===== config.mk =====
export PLATFORM = sky130hd
export DESIGN_NAME = boot_seq_ctrl
export DESIGN_NICKNAME = d
export VERILOG_FILES = /design/src/rtl/boot_seq_ctrl.sv
export SDC_FILE = /design/constraint.sdc
export NUM_CORES = 1
export LEC_CHECK = 0
export ABC_CLOCK_PERIOD_IN_PS = 1850
export BUFFER_PORTS_ARGS = -buffer_cell sky130_fd_sc_hd__buf_2
export CORE_ASPECT_RATIO = 1.4
export CORE_MARGIN = 2
export CORE_UTILIZATION = 48
export CTS_CLUSTER_SIZE = 24
export DETAILED_ROUTE_END_ITERATION = 10
export GPL_TIMING_DRIVEN = 0
export PLACE_DENSITY_LB_ADDON = 0.05
export SLEW_MARGIN = 15
export SYNTH_ARGS = -nofsm -noshare
export SYNTH_HDL_FRONTEND = slang
export SYNTH_SLANG_ARGS = --single-unit
export TNS_END_PERCENT = 30

===== constraint.sdc =====
create_clock -name clk -period 1.85 [get_ports clk]
set_input_delay 0.37 -clock clk [delete_from_list [all_inputs] [get_ports clk]]
set_output_delay 0.37 -clock clk [all_outputs]
set_load 0.02 [all_outputs]

===== src/rtl/boot_seq_ctrl.sv =====
// boot_seq_ctrl: reset hold, program-load wait, fetch enable and EOC watch.
// Optional run watchdog compiled in with `define BOOT_SEQ_WDOG_EN.
module boot_seq_ctrl #(
  parameter int unsigned RST_HOLD_CYCLES     = 16,
  parameter int unsigned FETCH_DELAY_CYCLES  = 5,
  parameter int unsigned LOAD_TIMEOUT_CYCLES = 1048576,
  parameter logic [31:0] BOOT_ADDR_RST       = 32'h0000_0000,
  parameter int unsigned CNT_W               = 24
`ifdef BOOT_SEQ_WDOG_EN
  ,
  parameter int unsigned WDOG_CYCLES         = 16777215
`endif
) (
  input  logic        clk,
  input  logic        rst_n,
  input  logic [1:0]  mode_i,
  input  logic        load_done_i,
  input  logic        boot_addr_we_i,
  input  logic [31:0] boot_addr_wdata_i,
  input  logic        eoc_i,
  output logic        core_rst_no,
  output logic        fetch_enable_o,
  output logic [31:0] boot_addr_o,
  output logic [2:0]  state_o,
  output logic        done_o,
  output logic        timeout_o
);

  typedef enum logic [2:0] {
    S_RESET_HOLD  = 3'd0,
    S_WAIT_LOAD   = 3'd1,
    S_FETCH_DELAY = 3'd2,
    S_RUN         = 3'd3,
    S_DONE        = 3'd4,
    S_TIMEOUT     = 3'd5
  } state_t;

  localparam logic [CNT_W-1:0] HOLD_LAST =
    CNT_W'(RST_HOLD_CYCLES - 1);
  localparam logic [CNT_W-1:0] FETCH_LAST =
    CNT_W'(FETCH_DELAY_CYCLES - 1);
  localparam logic [CNT_W-1:0] LOAD_LAST =
    CNT_W'(LOAD_TIMEOUT_CYCLES - 1);
`ifdef BOOT_SEQ_WDOG_EN
  localparam logic [CNT_W-1:0] WDOG_LAST =
    CNT_W'(WDOG_CYCLES - 1);
`endif

  state_t             state_q, state_d;
  logic [CNT_W-1:0]   cnt_q, cnt_d, cnt_inc;
  logic               load_seen_q, load_seen_d;
  logic               core_rst_q, core_rst_d;
  logic               fetch_q, fetch_d;
  logic               done_q, done_d;
  logic               timeout_q, timeout_d;
  logic [31:0]        boot_addr_q;
  logic               eoc_meta, eoc_sync, eoc_prev;
  logic               eoc_rise;
  logic               addr_open;

  assign cnt_inc   = (&cnt_q) ? cnt_q : cnt_q + CNT_W'(1);
  assign eoc_rise  = eoc_sync & ~eoc_prev;
  assign addr_open = (state_q == S_RESET_HOLD) |
                     (state_q == S_WAIT_LOAD) |
                     (state_q == S_FETCH_DELAY);

  // Synchronise eoc; prev is zero outside RUN so a high level counts on entry
  always_ff @(posedge clk or negedge rst_n) begin
    if (!rst_n) begin
      eoc_meta <= 1'b0;
      eoc_sync <= 1'b0;
      eoc_prev <= 1'b0;
    end else begin
      eoc_meta <= eoc_i;
      eoc_sync <= eoc_meta;
      eoc_prev <= (state_q == S_RUN) ? eoc_sync : 1'b0;
    end
  end

  // State, counter and registered outputs
  always_ff @(posedge clk or negedge rst_n) begin
    if (!rst_n) begin
      state_q     <= S_RESET_HOLD;
      cnt_q       <= '0;
      load_seen_q <= 1'b0;
      core_rst_q  <= 1'b0;
      fetch_q     <= 1'b0;
      done_q      <= 1'b0;
      timeout_q   <= 1'b0;
    end else begin
      state_q     <= state_d;
      cnt_q       <= cnt_d;
      load_seen_q <= load_seen_d;
      core_rst_q  <= core_rst_d;
      fetch_q     <= fetch_d;
      done_q      <= done_d;
      timeout_q   <= timeout_d;
    end
  end

  // Next-state and next-output decode
  always_comb begin
    state_d     = state_q;
    cnt_d       = cnt_q;
    load_seen_d = load_seen_q;
    core_rst_d  = core_rst_q;
    fetch_d     = fetch_q;
    done_d      = done_q;
    timeout_d   = timeout_q;
    unique case (state_q)
      S_RESET_HOLD: begin
        cnt_d = cnt_inc;
        if (load_done_i) load_seen_d = 1'b1;
        if (cnt_q == HOLD_LAST) begin
          cnt_d      = '0;
          core_rst_d = 1'b1;
          if (mode_i == 2'b00 || load_seen_q)
            state_d = S_FETCH_DELAY;
          else
            state_d = S_WAIT_LOAD;
        end
      end
      S_WAIT_LOAD: begin
        cnt_d = cnt_inc;
        if (load_done_i) load_seen_d = 1'b1;
        if (load_done_i || load_seen_q) begin
          cnt_d   = '0;
          state_d = S_FETCH_DELAY;
        end else if (cnt_q == LOAD_LAST) begin
          state_d    = S_TIMEOUT;
          timeout_d  = 1'b1;
          core_rst_d = 1'b0;
        end
      end
      S_FETCH_DELAY: begin
        cnt_d = cnt_inc;
        if (cnt_q == FETCH_LAST) begin
          cnt_d   = '0;
          fetch_d = 1'b1;
          state_d = S_RUN;
        end
      end
      S_RUN: begin
        if (eoc_rise) begin
          state_d = S_DONE;
          done_d  = 1'b1;
        end
`ifdef BOOT_SEQ_WDOG_EN
        else begin
          cnt_d = cnt_inc;
          if (cnt_q == WDOG_LAST) begin
            state_d    = S_TIMEOUT;
            timeout_d  = 1'b1;
            fetch_d    = 1'b0;
            core_rst_d = 1'b0;
          end
        end
`endif
      end
      S_DONE: begin
      end
      S_TIMEOUT: begin
      end
      default: begin
        state_d    = S_TIMEOUT;
        timeout_d  = 1'b1;
        fetch_d    = 1'b0;
        core_rst_d = 1'b0;
      end
    endcase
  end

  // Boot address register, writable until the core starts fetching
  always_ff @(posedge clk or negedge rst_n) begin
    if (!rst_n)
      boot_addr_q <= BOOT_ADDR_RST;
    else if (boot_addr_we_i && addr_open)
      boot_addr_q <= boot_addr_wdata_i;
  end

  assign core_rst_no    = core_rst_q;
  assign fetch_enable_o = fetch_q;
  assign boot_addr_o    = boot_addr_q;
  assign state_o        = state_q;
  assign done_o         = done_q;
  assign timeout_o      = timeout_q;

endmodule


### After elaboration in Yosys (flattened, before gate mapping)

Cells that the tools add are included.

| word-level totals | value |
|---|---|
| logic and storage cells | 74 |
| output and inout port bits | 39 |
| bits of input ports | 39 |
| register bits after elaboration | 67 |

| operators by class | value |
|---|---|
| add/sub/neg operators | 1 |
| reduce and logical (&&, ||, !) cells | 18 |
| bitwise gates (word level) | 8 |
| equality and inequality tests | 14 |
| mux-type cells | 22 |

Operators with widths:

| operator | count |
|---|---|
| 24-bit 2-to-1 mux | 4 |
| 24-bit one-hot mux with 3 select lines | 1 |
| 24-bit by 1-bit adder with 24-bit output (second input constant) | 1 |
| 24-bit by 20-bit == test with 1-bit output (second input constant) | 1 |
| 24-bit by 3-bit == test with 1-bit output (second input constant) | 1 |
| 24-bit by 4-bit == test with 1-bit output (second input constant) | 1 |
| 24-bit AND reduction | 1 |
| 3-bit 2-to-1 mux | 5 |
| 3-bit one-hot mux with 5 select lines | 1 |
| 5-bit OR reduction | 2 |
| 1-bit 2-to-1 mux | 7 |
| 3-bit by 2-bit == test with 1-bit output (second input constant) | 2 |
| 3-bit == test (second input constant) | 2 |
| 2-bit by 1-bit != test with 1-bit output (second input constant) | 3 |
| 2-bit AND reduction | 3 |
| 1-bit NOT | 5 |
| 5-bit AND reduction | 1 |
| 2-bit != test (second input constant) | 2 |
| 1-bit one-hot mux with 2 select lines | 2 |
| 4-bit AND reduction | 1 |
| 2-bit OR reduction | 2 |
| 4-bit OR reduction | 1 |
| 3-bit by 1-bit == test with 1-bit output (second input constant) | 1 |
| 3-bit logical NOT | 1 |
| 10 further kinds | 12 |

### Longest topological paths before layout

| logic depth | value |
|---|---|
| depth after elaboration | 5 |
| gate-level depth with buffers | 9 |
| gate-level depth less buffers | 7 |

### Worst setup path before layout

No wires, ideal clock.

| timing | value |
|---|---|
| path kind | register to register |
| start | register cnt_q[0] |
| end | register cnt_q[8] |
| buffers on the path | 3 |
| period minus slack after synthesis | 1966 ps |
| setup time | 121 ps |
| data arrival time | 1845 ps |
| stages on the path, launching flop included | 10 |
| required time | 1729 ps |
| setup slack | -116 ps |
| cells stage by stage | dfrtp_1 > ha_1 > and3_1 > clkbuf_1 > and3_1 > clkbuf_2 > buf_2 > a211oi_1 > xnor2_1 > nor2_1 |

| between the ends | value |
|---|---|
| word-level cells in the longest chain between the ends | 4 |
| elaborated cells on any way between the ends | 9 |
| those cells by class | add/sub (1); eq/ne (2); mux (5); reduce/logical (1) |

Ends and longest elaborated chain:

| item | line | text |
|---|---|---|
| start: declaration | 50 | `logic [CNT_W-1:0] cnt_q, cnt_d, cnt_inc;` |
| start signal: assignment | 92 | `cnt_q <= cnt_d;` |
| 24-bit by 1-bit adder with 24-bit output or 24-bit AND reduction (tied branches) | 61 | `assign cnt_inc = (&cnt_q) ? cnt_q : cnt_q + CNT_W'(1);` |
| 24-bit 2-to-1 mux | 61 |  |
| 24-bit 2-to-1 mux, on equally long branches | 137, 114, 126 |  |
| 24-bit one-hot mux with 3 select lines (*) | 110 | `unique case (state_q)` |

Mark *: on every way between the ends. The rest lies on a longest branch, timed or not.
A chain may end at the register's enable or synchronous reset.

### Worst setup path in the final report

| timing | value |
|---|---|
| start | register cnt_q[8] |
| end | register state_q[1] (netlist: state_o[1]) |

| between the ends | value |
|---|---|
| word-level cells in the longest chain between the ends | 3 |
| elaborated cells on any way between the ends | 7 |
| those cells by class | eq/ne (6); reduce/logical (1) |

Ends and longest elaborated chain:

| item | line | text |
|---|---|---|
| 24-bit by 20-bit == test with 1-bit output, or another cell as far along | 129 | `end else if (cnt_q == LOAD_LAST) begin` |
| 3-bit by 1-bit != test with 1-bit output (no line) or 2-bit by 1-bit != test with 1-bit output (tied branches) | -- |  |
| 5-bit AND reduction (no line) (*) | -- |  |
| end signal: assignment | 91 | `state_q <= state_d;` |
| end: declaration | 49 | `state_t state_q, state_d;` |

Marks and branches as above.

==> results.py <==
metrics = {
    "run_status": {
        "status": "complete, but fails checks",
        "violations": "setup timing",
    },
    "setup_path": {
        "worst_ep_arrival_time_ns": 2.19,
        "cp_slowest_cell": "dfrtp_1",
        "cpPeakStageDelay_ns": 0.50,
        "required_ns": 2.10,
        "path_cells": "nor4_4 > nand4_1 > buf_4 > or3b_4 > a221oi_2",
        "worstPathMaxFanout": 6,
        "start_kind": "flip-flop",
        "crit_type": "flip-flop to flip-flop",
        "crit_path_end_kind": "flip-flop",
    },
    "synthesis": {
        "synth_compound_area_share_pct": 8.54,
        "syn_area_mm2": 0.00320,
        "synth_edf_count": 0,
        "synth_xor_xnor_area_share_pct": 5.76,
        "ys_types": 47,
        "synthArstFlopShare_pct": 100,
        "syn_avg_cell_area_um2": 11.2,
        "synthAdderAreaFrac_pct": 0.783,
        "synth-simple-area-share_pct": 17.5,
        "synthMuxAreaShare_pct": 11.9,
        "ys_warn_count": 0,
        "syn-num-nets": 327,
        "ys_seq_area_share_pct": 52.5,
        "synth_top_family_by_area": "simple AND/OR/NAND/NOR gates",
        "synthCells": 286,
        "ys.flop_type": "dfrtp_1",
        "synth_seq_cells": 67,
    },
    "floorplan": {
        "fp.dieH_um": 101,
        "fp.coreArea_mm2": 0.00653,
        "die_area_mm2": 0.00734,
        "die_w_um": 73.0,
        "start_util_pct": 49.0,
        "placementRows": 35,
        "ioPinCount": 78,
    },
    "grt": {
        "grt_pass1_vias": 2693,
        "grt_pass1_wl_um": 12200,
        "grt_max_degree": 47,
        "grt-ovfl-total": 0,
        "grtUsageTotal_pct": 21.7,
        "antenna_found_initial": 0,
    },
    "timing": {
        "hold_violations": 0,
        "holdWs_ns": 0.123,
        "final.setup.worst_slack_ns": -0.0908,
        "setup_viol": 24,
        "tns_ns": -1.18,
        "period_needed_ns": 1.94,
        "slew_viol_final": 0,
        "fmax_mhz": 515,
        "slew_headroom_pct": 69.3,
        "fin_worst_skew_ns": 0.00860,
        "period_share_pct": 105,
        "worst_slew_pin_slew_ns": 0.461,
        "rsz0062_at_grt": "yes",
    },
    "cells_and_area": {
        "fin_cells": 490,
        "layout-drive-gt1-share_pct": 57.5,
        "syn_to_final_growth_pct": 44.5,
        "final_design_area_no_fill_mm2": 0.00462,
        "final_cell_mix": "77 x buf_2, 53 x dfrtp_1, 38 x buf_4",
        "nets": 452,
        "final_common_cell": "buf_2",
        "antenna_cells": 0,
        "utilization_pct": 70.8,
    },
    "clock_tree": {
        "clockBufferDepth": 2,
        "cts_tree": "done",
        "cts_buffers": 9,
        "clk_pin_slew_ns": 0.08,
        "h-tree-depth": 3,
        "cts_sinks": 67,
        "insertion_delay_ns": 0.35,
        "clock_tree.root_cell": "clkbuf_8",
    },
    "place": {
        "pre_cts_ws_ns": -0.573,
        "detailed_place.area_mm2": 0.00374,
        "place_inst": 438,
        "hpwl_um": 4990,
        "place.gp.congestion": 0.828,
        "port_buffers": 77,
    },
    "drt": {
        "drc": 0,
        "wirelength_um": 8370,
        "firstDrtPassIters": 4,
        "ant_nets": 0,
        "wire_per_inst_um": 17.1,
        "dr_total_vias": 2763,
        "vias_per_cell": 5.64,
        "drtIter0Drc": 152,
    },
    "power_and_ir_drop": {
        "vdd_drop_max_uv": 489,
        "total_power_mw": 3.04,
        "p_per_area_mw_per_mm2": 658,
        "power_leakage_nw": 2.19,
    },
    "flow_run": {
        "cap_violations": 0,
    },
    "worst_hold_path": {
        "hold_class": "primary input to flip-flop",
    },
}
==> final cells by class <==
class / instances / area [um2]
well taps: 74 / 92.6
clock buffers: 10 / 128
clock inverters: 6 / 113
multi-input cells: 197 / 1750
plain buffers: 10 / 87.6
inverters: 8 / 30.0
flip-flops and latches: 67 / 1690
fillers: 454 / 1910
repair buffers: 118 / 726
==> kinds of logic (layout without fill, tap and decap cells) <==
group | after synthesis | count (layout)
compound gates | 38 | 38
xor+xnor | 21 | 21
simple gates | 102 | 102
mux | 34 | 34
buf+inv | 22 | 152
fa+ha+maj | 2 | 2
flops | 67 | 67
==> repair_timing <==
action	in CTS	in global routing
endpoints found under the setup margin	60	49
setup buffers	19	19
hold buffers	1	0
gates resized for setup	22	61
gates cloned	0	1
pin swaps	16	31
hold endpoints to repair	21	0
==> state kept, by name (all words and copies together), names as in the netlist <==
signal	flops
fetch_enable_o	1
timeout_o	1
load_seen_q	1
done_o	1
eoc_sync	1
core_rst_no	1
state_o	3
cnt_q	24
eoc_prev	1
eoc_meta	1
boot_addr_o	32
==> synth_stat cells (5+ instances only) <==
cell type	instances	area, um2
dfrtp_1	67	1680
mux2_2	32	360
nor2_1	30	113
xnor2_1	19	166
a21oi_1	13	65.1
nand2_1	12	45.0
nand3_1	10	50.1
nand4_1	10	62.6
nor4_1	10	62.6
inv_1	8	30.0
buf_2	6	30.0
nor3_1	5	25.0
==> path summary, 6_finish.rpt <==
| path | cells after the start | slack, ns | endpoint | from |
|---|---|---|---|---|
| setup reg to reg | 5 | -0.09 | state_o[1] | cnt_q[8] |
| hold reg to reg | 0 | 0.36 | eoc_sync | eoc_meta |
| max in group asynchronous | 3 | 0.87 | cnt_q[0] | rst_n |
| min in group asynchronous | 2 | 0.45 | cnt_q[22] | rst_n |
| hold / removal | 1 | 0.12 | eoc_meta | eoc_i |
| setup / recovery | 5 | -0.09 | state_o[1] | cnt_q[8] |
==> metal layers <==
| layer | part of all wire [%] | global-route usage [%] |
|---|---|---|
| met1 | 40 | 25.9 |
| met2 | 52 | 35.5 |
| met3 | 5.2 | 5.80 |
| met4 | 2.8 | 11.4 |
| met5 | 0 | 0 |
==> critical path, delay by kind of cell (launching register included) <==
family	cells	cell delay, ns
simple gates	3	0.91
buf+inv	1	0.21
compound gates	1	0.22
flops	1	0.50
==> power by group <==
part | switching [mW] | internal [mW]
Clock | 0.587 | 0.901
Sequential | 0.000529 | 1.47
Combinational | 0.0451 | 0.0399
Total | 0.633 | 2.41
Power figures use the tool's default switching activity.
